**src/rtl/riscv_pipeline_ctrl.sv**
```systemverilog
// -----------------------------------------------------------------------------
// riscv_pipeline_ctrl
//
// Pipeline control for a simple in-order RISC-V core (IF / ID / EX). Each cycle
// this block picks one action, in this priority order:
//   1. redirect  - EX resolved a mispredict, so the younger stages are squashed
//   2. busy      - a multicycle EX op holds the whole front end
//   3. load-use  - IF and ID hold, and a bubble goes into EX
//   4. advance   - every stage moves forward
// It also keeps the ID/EX valid bits and two saturating event counters.
//
// Ports
//   clk           in   1            rising-edge clock
//   rst_n         in   1            asynchronous active-low reset
//   fetch_valid   in   1            IF holds a valid fetched instruction
//   hz_stall      in   1            load-use stall request (combinational)
//   ex_busy       in   1            multicycle EX operation still running
//   ex_redirect   in   1            EX branch/jump mispredict, target valid
//   pc_en         out  1            PC load enable (sequential or redirect)
//   ifid_en       out  1            IF/ID register write enable
//   idex_en       out  1            ID/EX register write enable
//   id_valid      out  1            registered ID-stage valid
//   ex_valid      out  1            registered EX-stage valid
//   ctrl_state    out  2            FSM state: RUN=0, BUSY=1, FLUSH=2
//   stall_cycles  out  STALL_CNT_W  saturating count of cycles with ifid_en=0
//   flush_count   out  FLUSH_CNT_W  saturating count of accepted redirects
// -----------------------------------------------------------------------------
module riscv_pipeline_ctrl #(
    parameter int STALL_CNT_W = 16,
    parameter int FLUSH_CNT_W = 8
) (
    input  logic                   clk,
    input  logic                   rst_n,
    input  logic                   fetch_valid,
    input  logic                   hz_stall,
    input  logic                   ex_busy,
    input  logic                   ex_redirect,
    output logic                   pc_en,
    output logic                   ifid_en,
    output logic                   idex_en,
    output logic                   id_valid,
    output logic                   ex_valid,
    output logic [1:0]             ctrl_state,
    output logic [STALL_CNT_W-1:0] stall_cycles,
    output logic [FLUSH_CNT_W-1:0] flush_count
);

    typedef enum logic [1:0] {
        ST_RUN   = 2'd0,
        ST_BUSY  = 2'd1,
        ST_FLUSH = 2'd2
    } state_t;

    state_t                 state_q, state_d;
    logic                   id_valid_q, id_valid_d;
    logic                   ex_valid_q, ex_valid_d;
    logic                   pc_en_c, ifid_en_c, idex_en_c;
    logic                   redirect_acc;
    logic [STALL_CNT_W-1:0] stall_q;
    logic [FLUSH_CNT_W-1:0] flush_q;

    // Next-state and enable decode. BUSY evaluates exactly like RUN: once
    // ex_busy drops, that same cycle may already take a redirect or a stall.
    // Only FLUSH changes the decision, because the squashed EX slot must not
    // act on a redirect or a stall.
    always_comb begin
        // NOTE: every output of this block gets a default first, so no path
        // through the case leaves a signal unassigned and infers a latch.
        state_d      = ST_RUN;
        pc_en_c      = 1'b1;
        ifid_en_c    = 1'b1;
        idex_en_c    = 1'b1;
        id_valid_d   = fetch_valid;
        ex_valid_d   = id_valid_q;
        redirect_acc = 1'b0;

        if (state_q == ST_FLUSH) begin
            // One refill cycle: fetch at the redirect target, EX stays empty.
            ex_valid_d = 1'b0;
        end else if (ex_redirect && ex_valid_q && !ex_busy) begin
            redirect_acc = 1'b1;
            ifid_en_c    = 1'b0;
            idex_en_c    = 1'b0;
            id_valid_d   = 1'b0;
            ex_valid_d   = 1'b0;
            state_d      = ST_FLUSH;
        end else if (ex_busy && ex_valid_q) begin
            pc_en_c    = 1'b0;
            ifid_en_c  = 1'b0;
            idex_en_c  = 1'b0;
            id_valid_d = id_valid_q;
            ex_valid_d = ex_valid_q;
            state_d    = ST_BUSY;
        end else if (hz_stall && id_valid_q) begin
            // Load-use: hold IF/ID, let ID/EX load a bubble.
            pc_en_c    = 1'b0;
            ifid_en_c  = 1'b0;
            id_valid_d = id_valid_q;
            ex_valid_d = 1'b0;
        end
    end

    always_ff @(posedge clk or negedge rst_n) begin
        if (!rst_n) begin
            state_q    <= ST_RUN;
            id_valid_q <= 1'b0;
            ex_valid_q <= 1'b0;
            stall_q    <= '0;
            flush_q    <= '0;
        end else begin
            // NOTE: all state updates use non-blocking assignments, so every
            // register here samples the pre-edge values of the others.
            state_q    <= state_d;
            id_valid_q <= id_valid_d;
            ex_valid_q <= ex_valid_d;
            if (!ifid_en_c && (stall_q != '1)) begin
                stall_q <= stall_q + STALL_CNT_W'(1);
            end
            if (redirect_acc && (flush_q != '1)) begin
                flush_q <= flush_q + FLUSH_CNT_W'(1);
            end
        end
    end

    // The enables are gated by rst_n directly, so they drop together with
    // the registered state the moment reset asserts, without waiting for clk.
    assign pc_en        = rst_n & pc_en_c;
    assign ifid_en      = rst_n & ifid_en_c;
    assign idex_en      = rst_n & idex_en_c;
    assign id_valid     = id_valid_q;
    assign ex_valid     = ex_valid_q;
    assign ctrl_state   = state_q;
    assign stall_cycles = stall_q;
    assign flush_count  = flush_q;

endmodule

```
**config.mk**
```make
export PLATFORM = sky130hd
export DESIGN_NAME = riscv_pipeline_ctrl
export DESIGN_NICKNAME = d
export VERILOG_FILES = /design/src/rtl/riscv_pipeline_ctrl.sv
export SDC_FILE = /design/constraint.sdc
export NUM_CORES = 1
export LEC_CHECK = 0
export ABC_CLOCK_PERIOD_IN_PS = 1900
export CAP_MARGIN = 20
export CORE_UTILIZATION = 43
export DETAILED_ROUTE_END_ITERATION = 8
export PLACE_DENSITY = 0.86
export SLEW_MARGIN = 5
export SYNTH_ARGS = -nofsm -noshare
export SYNTH_HDL_FRONTEND = slang
export SYNTH_SLANG_ARGS = --single-unit
```
**constraint.sdc**
```tcl
create_clock -name clk -period 1.9 [get_ports clk]
set_clock_uncertainty 0.2 [all_clocks]
set_input_delay 0.38 -clock clk [delete_from_list [all_inputs] [get_ports clk]]
set_output_delay 0.38 -clock clk [all_outputs]
set_load 0.01 [all_outputs]
```
==> impl_metrics.csv <==
group,metric,value,unit
timing,setup_violations,2,
setup_path,reg2reg_depth,10,
synthesis,syn-mean-instance-area,11.4,sq um
setup_path,r2r_end,"id_valid",
placement,hpwl,2390,microns
routing,drt-vias-per-instance,5.28,
die,initial_core_util,45.1,%
cts,postCtsHoldBufs,0,
global_route,antenna_found_initial,0,
flow_run,cap_violations,0,
synthesis,yosys.area_share.simple,25.3,%
setup_path,r2r_slack,-0.01,ns
global_route,grt_max_degree,29,
final_layout,mostFrequentLayoutCell,"buf_4",
final_layout,n_fill_cell,213,
setup_path,worstPathMaxFanout,4,
cts,clk_transition_reported_paths,0.15,ns
setup_path,required,1.32,ns
placement,dpl_cell_area,1940,sq um
synthesis,synth.largest_area_cell,"dfrtp_1",
routing,drc,0,
cts,cts-htree-levels,1,
global_route,grt_usage,22.5,%
power_and_ir_drop,p_leak,1.13,nW
min_path,hold_class,"in -> async",
die,coreArea,3030,sq um
power_and_ir_drop,peakVddDrop,631,uV
placement,dp_slack,-0.537,ns
routing,totalWireLength,3680,microns
die,row_count,20,
die,fp.dieW,58.4,microns
setup_path,endpoint_kind,"output pin",
synthesis,yosys.area_share.adder,1.83,%
global_route,grt_pass1_wl,5780,microns
die,num_io_pins,37,
final_layout,nets,216,
synthesis,ys_ff_latch,28,
run_status,status,"finished, violations left",
synthesis,synth_cells,120,
synthesis,synth_nets,128,
synthesis,synth_cell_type_count,31,
timing,tns,-0.0358,ns
timing,report.final.slew_viol_count,0,
die,dieArea,3410,sq um
timing,finalCritPeriodShare,101,%
placement,gp_congestion,0.921,
final_layout,layout-drive-gt1-share,37.7,%
timing,max_freq,520,MHz
setup_path,startpoint,"id_valid",
setup_path,arrival,1.34,ns
timing,worst_slack,-0.0216,ns
synthesis,yosys_warnings,0,
cts,cts-buffers-inserted,3,
cts,clock_latency,0.33,ns
cts,cts_sinks,28,
final_layout,diodes,0,
cts,cts_tree,"yes",
timing,hold_viol_final,0,
timing,rsz0062_at_grt,"true",
routing,vias,1325,
routing,drt-initial-drc-count,49,
cts,clockBufferDepth,2,
timing,tightest_slew,0.418,ns
synthesis,synth_compound_area_share,6.23,%
setup_path,criticalPathCategory,"reg -> out",
power_and_ir_drop,powerDensity,975,nW/um^2
setup_path,r2r-start,"ex_valid",
routing,dr.pass1.iters,4,
timing,min_period,1.92,ns
setup_path,cp-endpoint,"ifid_en",
final_layout,area_delta_synth_final,62.7,%
cts,cts_root_buffer,"clkbuf_4",
synthesis,yosys.area_share.xor_xnor,11.5,%
synthesis,synth_top_family_by_area,"simple AND/OR/NAND/NOR gates",
global_route,grt-ovfl-total,0,
final_layout,final_cell_mix,"buf_4 (48), dfrtp_1 (23), dlygate4sd2_1 (18)",
routing,wl_per_cell,14.6,microns
die,dieHeight,58.4,microns
timing,relSlewSlack,71.9,%
synthesis,netlist_area,1370,sq um
run_status,failed_checks,"setup timing",
placement,port-buffer-count,36,
synthesis,seq_area_frac_synth,51.3,%
synthesis,synth_top_cell_area_share,51.3,%
routing,antenna_left,0,
global_route,grt_pass1_vias,1340,
synthesis,synthMuxAreaShare,2.75,%
final_layout,design_area,2220,sq um
setup_path,critPathLaunchType,"flop",
synthesis,netlist_top_cells_area,"dfrtp_1 (51%), xnor2_1 (8.3%), nand3_1 (3.7%)",
-- where the power goes --
group	internal [W]	total [W]	switching (W)
clock	0.000117	0.000294	0.000176
sequential	0.000728	0.000831	0.000104
combinational	0.000577	0.00104	0.000466
total	0.00142	0.00217	0.000746
-- flip-flops by register name (all words and copies together) (netlist names) --
| name | flops |
|---|---|
| ctrl_state | 2 |
| ex_valid | 1 |
| flush_count | 8 |
| id_valid | 1 |
| stall_cycles | 16 |
-- routing by layer --
layer  vias to the layer above  part of all wire (%)  global-route usage, %
li1                        602                     -                      -
met1                       663                    39                   25.1
met2                        44                    54                   42.7
met3                        16                   3.8                   3.08
met4                         0                   3.2                   9.18
met5                         -                     0                      0
-- cell usage after synthesis --
library cell and count:
nor4_1 1, buf_6 1, xor2_1 5, a21oi_1 3, ha_1 2, nand3b_1 2
nand2_1 11, dfrtp_1 28, mux2_4 1, inv_1 1, nor2_2 1, nor2_1 8
and3b_1 1, nand4_1 8, nor4_4 2, o32a_1 1, and2_1 1, nor4_2 1
a21o_4 1, mux2_1 2, o31ai_1 2, nor3_1 1, and3_1 4, o211a_2 1
nand3_1 10, nor2b_1 3, xnor2_1 13, o21ai_1 1, nand2b_1 1, o21a_1 2
nand4_4 1
-- logic make-up after synthesis --
| group | after synthesis |
|---|---|
| buf+inv | 2 |
| simple gates | 56 |
| mux | 3 |
| xor+xnor | 18 |
| compound gates | 11 |
| fa+ha+maj | 2 |
| flops | 28 |
-- critical path: stages, from the launching register on --
cell,delay [ns]
dfrtp_1,0.44
nand2_1,0.10
a21o_4,0.22
and2_4,0.15
buf_6,0.11
-- worst min-delay path by stage --
stage,startpoint,to,slack [ns],cells after the start
detailed placement,flush_count[6],flush_count[6],0.29,1
floorplan,rst_n,ctrl_state[0],-0.12,0
global placement,flush_count[7],flush_count[7],0.28,1
finish,rst_n,flush_count[3],0.11,2
CTS,rst_n,flush_count[6],0.12,2
global route,rst_n,ctrl_state[1],0.13,2
-- final cells by class --
class | count | area (sq um) | share of cell area [%]
multi-input cells | 90 | 717 | 32.2
flip-flops and latches | 28 | 707 | 31.8
repair buffers | 84 | 704 | 31.7
well taps | 44 | 55.1 | 2.48
clock buffers | 4 | 36.3 | 1.63
inverters | 1 | 3.75 | 0.169
-- per-stage QoR --
stage / utilization (%) / hold slack (ns) / instances / power (W)
floorplan: - / -0.116 / 120 / 0.00123
CTS: 70.8 / 0.121 / 247 / 0.00215
detailed placement: 64.2 / 0.290 / 222 / 0.00173
finish: 73.4 / 0.114 / 251 / 0.00217
global route: 73.4 / 0.130 / 251 / 0.00229
global placement: 64.2 / 0.282 / 222 / 0.00169
-- repair_timing --
item / in CTS / in global routing
pin swaps: 5 / 3
setup endpoints to repair: 40 / 20
hold endpoints to repair: 0 / 0
resized for setup: 43 / 13
setup buffers: 21 / 4
Note: power is estimated with default switching activity, not from simulation.
